--- config.mk ---
export PLATFORM = sky130hd
export DESIGN_NAME = alu_pipe
export DESIGN_NICKNAME = d
export VERILOG_FILES = /design/src/rtl/alu_pkg.sv /design/src/rtl/alu_mul_seq.sv /design/src/rtl/alu_pipe.sv
export SDC_FILE = /design/constraint.sdc
export NUM_CORES = 1
export LEC_CHECK = 0
export CORE_ASPECT_RATIO = 1.1
export CORE_UTILIZATION = 35
export DETAILED_ROUTE_END_ITERATION = 6
export PLACE_DENSITY = 0.58
export SKIP_CTS_REPAIR_TIMING = 1
export SYNTH_ARGS = -nofsm -noshare
export SYNTH_HDL_FRONTEND = slang
export SYNTH_SLANG_ARGS = --single-unit
--- constraint.sdc ---
create_clock -name clk -period 2.2 [get_ports clk]
set_clock_uncertainty 0.2 [all_clocks]
set_input_delay 0.44 -clock clk [delete_from_list [all_inputs] [get_ports clk]]
set_output_delay 0.44 -clock clk [all_outputs]
set_load 0.02 [all_outputs]
--- src/rtl/alu_pkg.sv ---
// Shared opcode, flag-index and FSM-state definitions for alu_pipe and its multiplier.
package alu_pkg;

    typedef enum logic [3:0] {
        OP_AND   = 4'b0000,
        OP_OR    = 4'b0001,
        OP_XOR   = 4'b0010,
        OP_ADD   = 4'b0011,
        OP_SUB   = 4'b0100,
        OP_NOR   = 4'b0101,
        OP_SLT   = 4'b0110,
        OP_SLTU  = 4'b0111,
        OP_SLL   = 4'b1000,
        OP_SRL   = 4'b1001,
        OP_SRA   = 4'b1010,
        OP_PASSB = 4'b1011,
        OP_MUL   = 4'b1100,
        OP_ILL_D = 4'b1101,
        OP_ILL_E = 4'b1110,
        OP_ILL_F = 4'b1111
    } op_t;

    localparam int FLAG_Z = 0;
    localparam int FLAG_C = 1;
    localparam int FLAG_V = 2;
    localparam int FLAG_N = 3;

    typedef enum logic {
        IDLE = 1'b0,
        MUL  = 1'b1
    } alu_state_t;

endpackage

--- src/rtl/alu_mul_seq.sv ---
// Iterative shift-add multiplier: one partial-product step per cycle for WIDTH cycles,
// returning the low WIDTH bits of a*b. done is high during the final step with product valid.
module alu_mul_seq #(
    parameter int WIDTH = 32
) (
    input  logic             clk,
    input  logic             rst_n,
    input  logic             start,
    input  logic [WIDTH-1:0] a,
    input  logic [WIDTH-1:0] b,
    output logic             busy,
    output logic             done,
    output logic [WIDTH-1:0] product
);

    localparam int CW = $clog2(WIDTH);

    logic [WIDTH-1:0] acc;
    logic [WIDTH-1:0] mcand;
    logic [WIDTH-1:0] mplier;
    logic [CW-1:0]    cnt;
    logic [WIDTH-1:0] acc_next;

    assign acc_next = acc + (mplier[0] ? mcand : '0);

    // Down-counter reaches zero on the last step; the product is taken combinationally then.
    assign done    = busy && (cnt == '0);
    assign product = acc_next;

    always_ff @(posedge clk or negedge rst_n) begin
        if (!rst_n) begin
            acc    <= '0;
            mcand  <= '0;
            mplier <= '0;
            cnt    <= '0;
            busy   <= 1'b0;
        end else if (start) begin
            acc    <= '0;
            mcand  <= a;
            mplier <= b;
            cnt    <= CW'(WIDTH - 1);
            busy   <= 1'b1;
        end else if (busy) begin
            acc    <= acc_next;
            mcand  <= {mcand[WIDTH-2:0], 1'b0};
            mplier <= {1'b0, mplier[WIDTH-1:1]};
            cnt    <= cnt - 1'b1;
            if (cnt == '0) begin
                busy <= 1'b0;
            end
        end
    end

endmodule

--- src/rtl/alu_pipe.sv ---
// Handshaked ALU with registered result/flags; ALU_MUL_EN compiles in the iterative multiplier.
// state | meaning
// IDLE  | accepting ops; non-MUL results registered in one cycle
// MUL   | multiplier stepping, in_ready low until the product is registered
module alu_pipe
    import alu_pkg::*;
#(
    parameter int WIDTH = 32
) (
    input  logic             clk,
    input  logic             rst_n,
    input  logic             in_valid,
    output logic             in_ready,
    input  logic [WIDTH-1:0] a,
    input  logic [WIDTH-1:0] b,
    input  logic [3:0]       sel,
    output logic             out_valid,
    input  logic             out_ready,
    output logic [WIDTH-1:0] out,
    output logic [3:0]       flags,
    output logic             err
);

    localparam int SW = $clog2(WIDTH);

    op_t              op;
    logic [SW-1:0]    shamt;
    logic [WIDTH:0]   sum;
    logic [WIDTH:0]   diff;
    logic [WIDTH-1:0] res;
    logic [3:0]       res_flags;
    logic             res_err;
    logic             res_c;
    logic             res_v;
    logic             accept;
    logic             is_mul;
    logic             mul_busy;
    logic             mul_done;
    logic [WIDTH-1:0] mul_prod;
    alu_state_t       state;

    function automatic logic [3:0] pack_flags(input logic [WIDTH-1:0] r, input logic c,
                                              input logic v);
        logic [3:0] f;
        f         = '0;
        f[FLAG_Z] = (r == '0);
        f[FLAG_C] = c;
        f[FLAG_V] = v;
        f[FLAG_N] = r[WIDTH-1];
        return f;
    endfunction

    assign op    = op_t'(sel);
    assign shamt = b[SW-1:0];
    assign sum   = {1'b0, a} + {1'b0, b};
    assign diff  = {1'b0, a} - {1'b0, b};

    always_comb begin
        res     = '0;
        res_err = 1'b0;
        res_c   = 1'b0;
        res_v   = 1'b0;
        case (op)
            OP_AND:   res = a & b;
            OP_OR:    res = a | b;
            OP_XOR:   res = a ^ b;
            OP_ADD: begin
                res   = sum[WIDTH-1:0];
                res_c = sum[WIDTH];
                res_v = (a[WIDTH-1] == b[WIDTH-1]) && (sum[WIDTH-1] != a[WIDTH-1]);
            end
            OP_SUB: begin
                // Top bit of the widened difference is the unsigned borrow.
                res   = diff[WIDTH-1:0];
                res_c = diff[WIDTH];
                res_v = (a[WIDTH-1] != b[WIDTH-1]) && (diff[WIDTH-1] != a[WIDTH-1]);
            end
            OP_NOR:   res = ~(a | b);
            OP_SLT:   res = {{(WIDTH-1){1'b0}}, ($signed(a) < $signed(b))};
            OP_SLTU:  res = {{(WIDTH-1){1'b0}}, (a < b)};
            OP_SLL:   res = a << shamt;
            OP_SRL:   res = a >> shamt;
            OP_SRA:   res = $unsigned($signed(a) >>> shamt);
            OP_PASSB: res = b;
            default:  res_err = 1'b1;
        endcase
        res_flags = res_err ? 4'b0000 : pack_flags(res, res_c, res_v);
    end

    assign accept   = in_valid && in_ready;
    assign in_ready = (state == IDLE) && !mul_busy && (!out_valid || out_ready);

`ifdef ALU_MUL_EN
    assign is_mul = (op == OP_MUL);

    alu_mul_seq #(
        .WIDTH (WIDTH)
    ) u_mul (
        .clk     (clk),
        .rst_n   (rst_n),
        .start   (accept && is_mul),
        .a       (a),
        .b       (b),
        .busy    (mul_busy),
        .done    (mul_done),
        .product (mul_prod)
    );

    always_ff @(posedge clk or negedge rst_n) begin
        if (!rst_n) begin
            state <= IDLE;
        end else begin
            case (state)
                IDLE:    if (accept && is_mul) state <= MUL;
                MUL:     if (mul_done) state <= IDLE;
                default: state <= IDLE;
            endcase
        end
    end
`else
    assign is_mul   = 1'b0;
    assign mul_busy = 1'b0;
    assign mul_done = 1'b0;
    assign mul_prod = '0;
    assign state    = IDLE;
`endif

    // A MUL accept drains the old result but produces nothing until the multiplier finishes.
    always_ff @(posedge clk or negedge rst_n) begin
        if (!rst_n) begin
            out_valid <= 1'b0;
            out       <= '0;
            flags     <= '0;
            err       <= 1'b0;
        end else if (accept && !is_mul) begin
            out_valid <= 1'b1;
            out       <= res;
            flags     <= res_flags;
            err       <= res_err;
        end else if (mul_done) begin
            out_valid <= 1'b1;
            out       <= mul_prod;
            flags     <= pack_flags(mul_prod, 1'b0, 1'b0);
            err       <= 1'b0;
        end else if (out_ready) begin
            out_valid <= 1'b0;
        end
    end

endmodule

==> Yosys cells after proc, flatten, opt, wreduce, memory -nomap -nowiden <==
Cells that the tools add are included.
{ "classes": {"eq_ne": 15, "magnitude_cmp": 2, "n_addsub": 2, "shifts": 3, "mux": 7, "n_reduce_logical": 9, "n_bitwise": 4} }
{ "ops": {"columns": ["operator", "count"], "rows": [
  ["$pmux 32 s12", 1],
  ["$lt 32x32->1", 2],
  ["$add 32x32->33", 1],
  ["$sub 32x32->33", 1],
  ["$and 32x32->32", 1],
  ["$logic_not 32->1", 1],
  ["$not 32->32", 1],
  ["$or 32x32->32", 1],
  ["$shl 32x5->32", 1],
  ["$shr 32x5->32", 1],
  ["$sshr 32x5->32", 1],
  ["$xor 32x32->32", 1],
  ["$eq 4x3->1 const B", 4],
  ["$eq 4x4->1 const B", 4],
  ["$reduce_or 12->1", 1],
  ["$eq 4x2->1 const B", 2],
  ["$eq 4x1->1 const B", 1],
  ["$logic_not 4->1", 1],
  ["$mux 4", 1],
  ["$pmux 1 s2", 2],
  ["$logic_and 1x1->1", 3],
  ["$mux 1", 3],
  ["$ne 1x1->1", 3],
  ["$reduce_bool 2->1", 1],
  ["3 further kinds", 3]
]} }
{ "totals": {"wordCells": 46, "out_inout_bits": 39, "inputBits": 72, "reg_bits": 38} }

==> Logic depth before layout (Yosys ltp) <==
{ "logic_depth": {"ltp_word": 5, "mapped_depth": 17, "mapped_depth_nobuf": 14} }

==> Worst setup path after synthesis <==
Ideal clock, no wire load.
{ "synth_path": {"path_type": "input port to flip-flop", "start": "input port b[3]", "end": "register flags[0]", "path_buffers": 4, "cell_stages": 17, "arrival_ps": 3976, "setup_ps": 92, "slack_ps": -2068, "required_time_ps": 1908, "cell_sequence": "inv_1 clkbuf_1 buf_1 clkbuf_1 ha_1 buf_2 o21a_1 a21o_1 a41oi_1 o21ai_0 a221o_1 a221o_1 a211oi_1 nand4_1 nor4_1 nand4_1 o31ai_2"} }
{ "synth_between": {"elab_chain_len": 5, "elab_cells_between_ends": 14, "cone_classes": "add/sub: 2; order compare: 2; shift: 3; mux: 2; bitwise: 4; reduce/logical: 1"} }
{ "synth_rtl": {"columns": ["item", "line_no", "text"], "rows": [
  ["start, declared", "alu_pipe.sv:15", "input logic [WIDTH-1:0] b,"],
  ["parallel branches: the longest is 2 deep, another holds $sub 32x32->33", null, null],
  ["$pmux 32 s12 *", "alu_pipe.sv:63", "case (op)"],
  ["$logic_not 32->1 *", "alu_pipe.sv:46", "f[FLAG_Z] = (r == '0);"],
  ["$mux 4 *", "alu_pipe.sv:87", "res_flags = res_err ? 4'b0000 : pack_flags(res, res_c, res_v);"],
  ["end signal, assigned", "alu_pipe.sv:138", "flags <= res_flags;"],
  ["end signal, assigned", "alu_pipe.sv:143", "flags <= pack_flags(mul_prod, 1'b0, 1'b0);"],
  ["end, declared", "alu_pipe.sv:20", "output logic [3:0] flags,"]
]} }
Mark *: on every way between the ends.
A chain may end at the register's enable or synchronous reset.

==> Worst setup path in the final report <==
{ "layout_path": {"start": "input port b[0]", "end": "register flags[0]"} }
Same word-level chain as after synthesis.

==> impl_metrics.csv <==
group,metric,value,unit
timing,max_freq,261,MHz
timing,rsz0062_at_grt,"true",
power,p_sw,3.26,mW
setup_path,cp_cell_sequence,"buf_16, buf_8, ha_4, fa_2, or2_4, a221oi_4, buf_4, o211a_4, or2_4, o21ai_4, o211ai_1, buf_4, a21oi_2, a211o_1, mux2i_1, o21ai_1, buf_4, o31ai_2",
setup_path,r2r_end,"flags[0]$_DFFE_PN0P_",
routing,via_per_inst,6.00,
yosys,synth-edff-count,0,
yosys,ys.warnings.count,0,
yosys,synth_top_family_by_area,"compound AO/OA/AOI/OAI gates",
power,p_seq_frac,0.120,
timing,maxSlewViolCount,0,
routing,drt-pass1-iter-count,6,
cts,path_clk_slew,60,ps
cts,cts_buffer_depth,2,
routing,totalWireLength,67.6,mm
routing,routedWlPerCell,25.3,um
yosys,ys_top_cells_by_area,"mux4_2 11%, ha_1 11%, dfrtp_1 8.3%",
yosys,synth-compound-area-share,0.329,
yosys,netlist_instances,1526,
die,chipHeight,192,um
timing,tightest_slew,700,ps
global_routing,grt_max_degree,52,
routing,drc,0,
power,p_sw_frac,0.432,
cells_and_area,antennaDiodeCount,0,
routing,drtIter0Drc,1580,
timing,slew_headroom,0.522,
run_status,violations,"negative setup slack",
yosys,synth_xor_area_frac,0.0199,
placed_design,dp.final_hpwl,53.4,mm
yosys,ys.flop_type,"dfrtp_1",
cts,clock-sinks,38,
setup_path,cp-start-kind,"input port",
setup_path,cpPeakStageDelay,400,ps
placed_design,dpl_cell_area,17600,um2
die,dieArea,33400,um2
yosys,synth-seq-cells,38,
yosys,synth_fa_ha_area_frac,0.110,
yosys,synth.top_cell.area_share,0.106,
die,fp-row-count,69,
cells_and_area,drive_above_1_share,0.505,
yosys,synth_area_leader_cell,"mux4_2",
die,initial_core_util,0.355,
setup_path,crit_type,"in -> reg",
global_routing,grt_pass1_wl,93.3,mm
cells_and_area,fillCellCount,2861,
min_path,hold_path_class,"in -> async",
placed_design,placed_cells,2567,
timing,layout_min_cycle_time,3830,ps
setup_path,crit_arrival,3840,ps
setup_path,end_kind,"flop",
cts,root_buffer,"clkbuf_16",
setup_path,crit_top_cell,"buf_4",
yosys,ys_seq_area_frac,0.0832,
power,p_per_area,368,nW/um2
timing,fin_crit_sh,1.74,
yosys,synth_cell_type_count,98,
placed_design,io_buffers,110,
power,p_clk_frac,0.130,
power,p_comb_frac,0.750,
power,p_int,4.30,mW
die,die_x,174,um
cells_and_area,final_nets,2420,
placed_design,pre_cts_slack,-2470,ps
cells_and_area,instances_no_fill,2676,
global_routing,grt_pass1_vias,14900,
power,vdd_drop_max,0.000431,V
power,cellLeakagePower,9.44,nW
global_routing,gr-total-overflow,0,
run_status,status,"finished with violations",
job,cap_violations,0,
timing,setup_viol,36,
yosys,synth_nets,1697,
setup_path,regToRegStartpoint,"out_valid$_DFFE_PN0P_",
routing,via_count,16100,
global_routing,grt_util_all_layers,0.375,
routing,ant_nets,0,
setup_path,slowest_stage,"a221oi_4",
cts,cts_htree_levels,2,
yosys,synth_area,11400,um2
timing,timing.setup.tns,-36870,ps
cts,clk_latency,290,ps
cells_and_area,final_cell_area,20500,um2
setup_path,crit_fanout,5,
cts,numCtsBuffers,5,
setup_path,reg2reg_depth,10,
placed_design,place.gp.congestion,1.04,
cells_and_area,area_growth,79.4,%
setup_path,cp_data_required_time,2200,ps
yosys,synth-simple-area-share,0.199,
die,io_pins,111,
setup_path,r2r_slack,-140,ps
timing,fin_ws,-1630,ps
yosys,async_flop_share,1.00,
die,design.core.area,32200,um2
timing,hold_viol_final,0,
cts,cts_tree,"built",
yosys,syn_area_per_cell,7.49,um2
global_routing,antenna_found_initial,0,
yosys,synth.area.mux_share,0.176,
==> state kept, by name (all words and copies together) (netlist names) <==
name	count
out	32
flags	4
err	1
out_valid	1
==> layout make-up <==
cell class,instances,area (um2),area share
Clock inverter,2,60.1,0.00293
Timing Repair Buffer,840,7160,0.349
Clock buffer,6,139,0.00677
Multi-Input combinational cell,1264,11300,0.549
Sequential cell,38,951,0.0464
Inverter,100,405,0.0198
Tap cell,426,533,0.0260
==> logic make-up (layout without fill, tap and decap cells) <==
group,after synthesis,after routing
XOR/XNOR,26,26
AND/OR/NAND/NOR,473,473
multiplexers,127,127
AO/OA/AOI/OAI,539,539
adder cells (fa/ha/maj),99,99
flip-flops,38,38
buffers and inverters,224,948
==> per-stage QoR <==
stage | total power, mW | utilization | hold WS [ps]
after global placement | 5.66 | 0.547 | 269
after floorplan | 3.20 | - | -55.6
after detailed placement | 5.69 | 0.547 | 277
after global routing | 7.89 | 0.637 | 41.8
final | 7.56 | 0.637 | 2.93
after CTS | 6.70 | 0.553 | 8.63
==> power groups by stage <==
stage	Combinational [mW]	Clock (mW)	Sequential (mW)
floorplan	2.12	0	1.08
global placement	4.75	0	0.912
detailed placement	4.77	0	0.919
CTS	4.79	1.00	0.907
global route	5.94	1.03	0.925
finish	5.67	0.982	0.909
==> routing by layer <==
layer	track usage	up-vias	wire (um)
met5	0	-	0
met4	0.215	0	4140
met3	0.0664	164	5250
met2	0.605	787	30800
met1	0.470	7811	27400
li1	-	7301	-
==> synth_stat cells, types with 8 or more instances <==
master and instances:
a211o_1 9, a211oi_1 31, a21o_1 29, a21oi_1 118, a221o_1 14, a221oi_1 10, a22o_1 9, a22oi_1 23
a31oi_1 17, buf_1 13, buf_2 33, clkbuf_1 68, dfrtp_1 38, ha_1 97, inv_1 97, mux2_2 31
mux2i_1 37, mux4_2 54, nand2_1 163, nand2b_1 23, nand3_1 38, nand4_1 19, nor2_1 114, nor2b_1 8
nor3_1 32, nor4_1 19, o211ai_1 28, o21ai_0 84, o21ai_1 9, o221ai_1 12, o22ai_1 14, o31ai_1 20
xnor2_1 21
==> cells in the final DEF, fill, tap and decap left out, drive strengths merged, types with 8 or more instances in the layout <==
master / instances
clkbuf: 25
o221ai: 13
a31oi: 17
nor4: 19
a21o: 29
a2111oi: 8
a22oi: 23
dfrtp: 38
dlymetal6s2s: 36
o22ai: 14
buf: 736
o211ai: 28
nand4: 19
nand3: 38
o21ai: 93
clkdlybuf4s50: 49
nor3: 33
a221o: 14
nand2: 163
nor2: 116
a211o: 9
mux2: 35
o31ai: 22
inv: 98
a22o: 9
a221oi: 12
mux2i: 38
mux4: 54
xnor2: 21
a21oi: 118
ha: 97
a211oi: 31
nor2b: 8
nand2b: 23
==> worst max-delay path, delay by kind of cell <==
kind            cells  cell delay (ps)
compound gates      8             1500
simple gates        2              410
buf+inv             5              770
mux                 1              170
fa+ha+maj           2              520
==> worst max path at each step <==
stage	from	endpoint	slack [ps]	cells after the start
floorplan	b[3]	flags[0]$_DFFE_PN0P_	-1370	17
global placement	a[3]	flags[0]$_DFFE_PN0P_	-2490	16
detailed placement	a[0]	flags[0]$_DFFE_PN0P_	-2470	15
CTS	a[10]	flags[0]$_DFFE_PN0P_	-2180	16
global route	b[0]	flags[0]$_DFFE_PN0P_	-1690	18
finish	b[0]	flags[0]$_DFFE_PN0P_	-1630	18
Note: power is estimated with default switching activity, not from simulation.
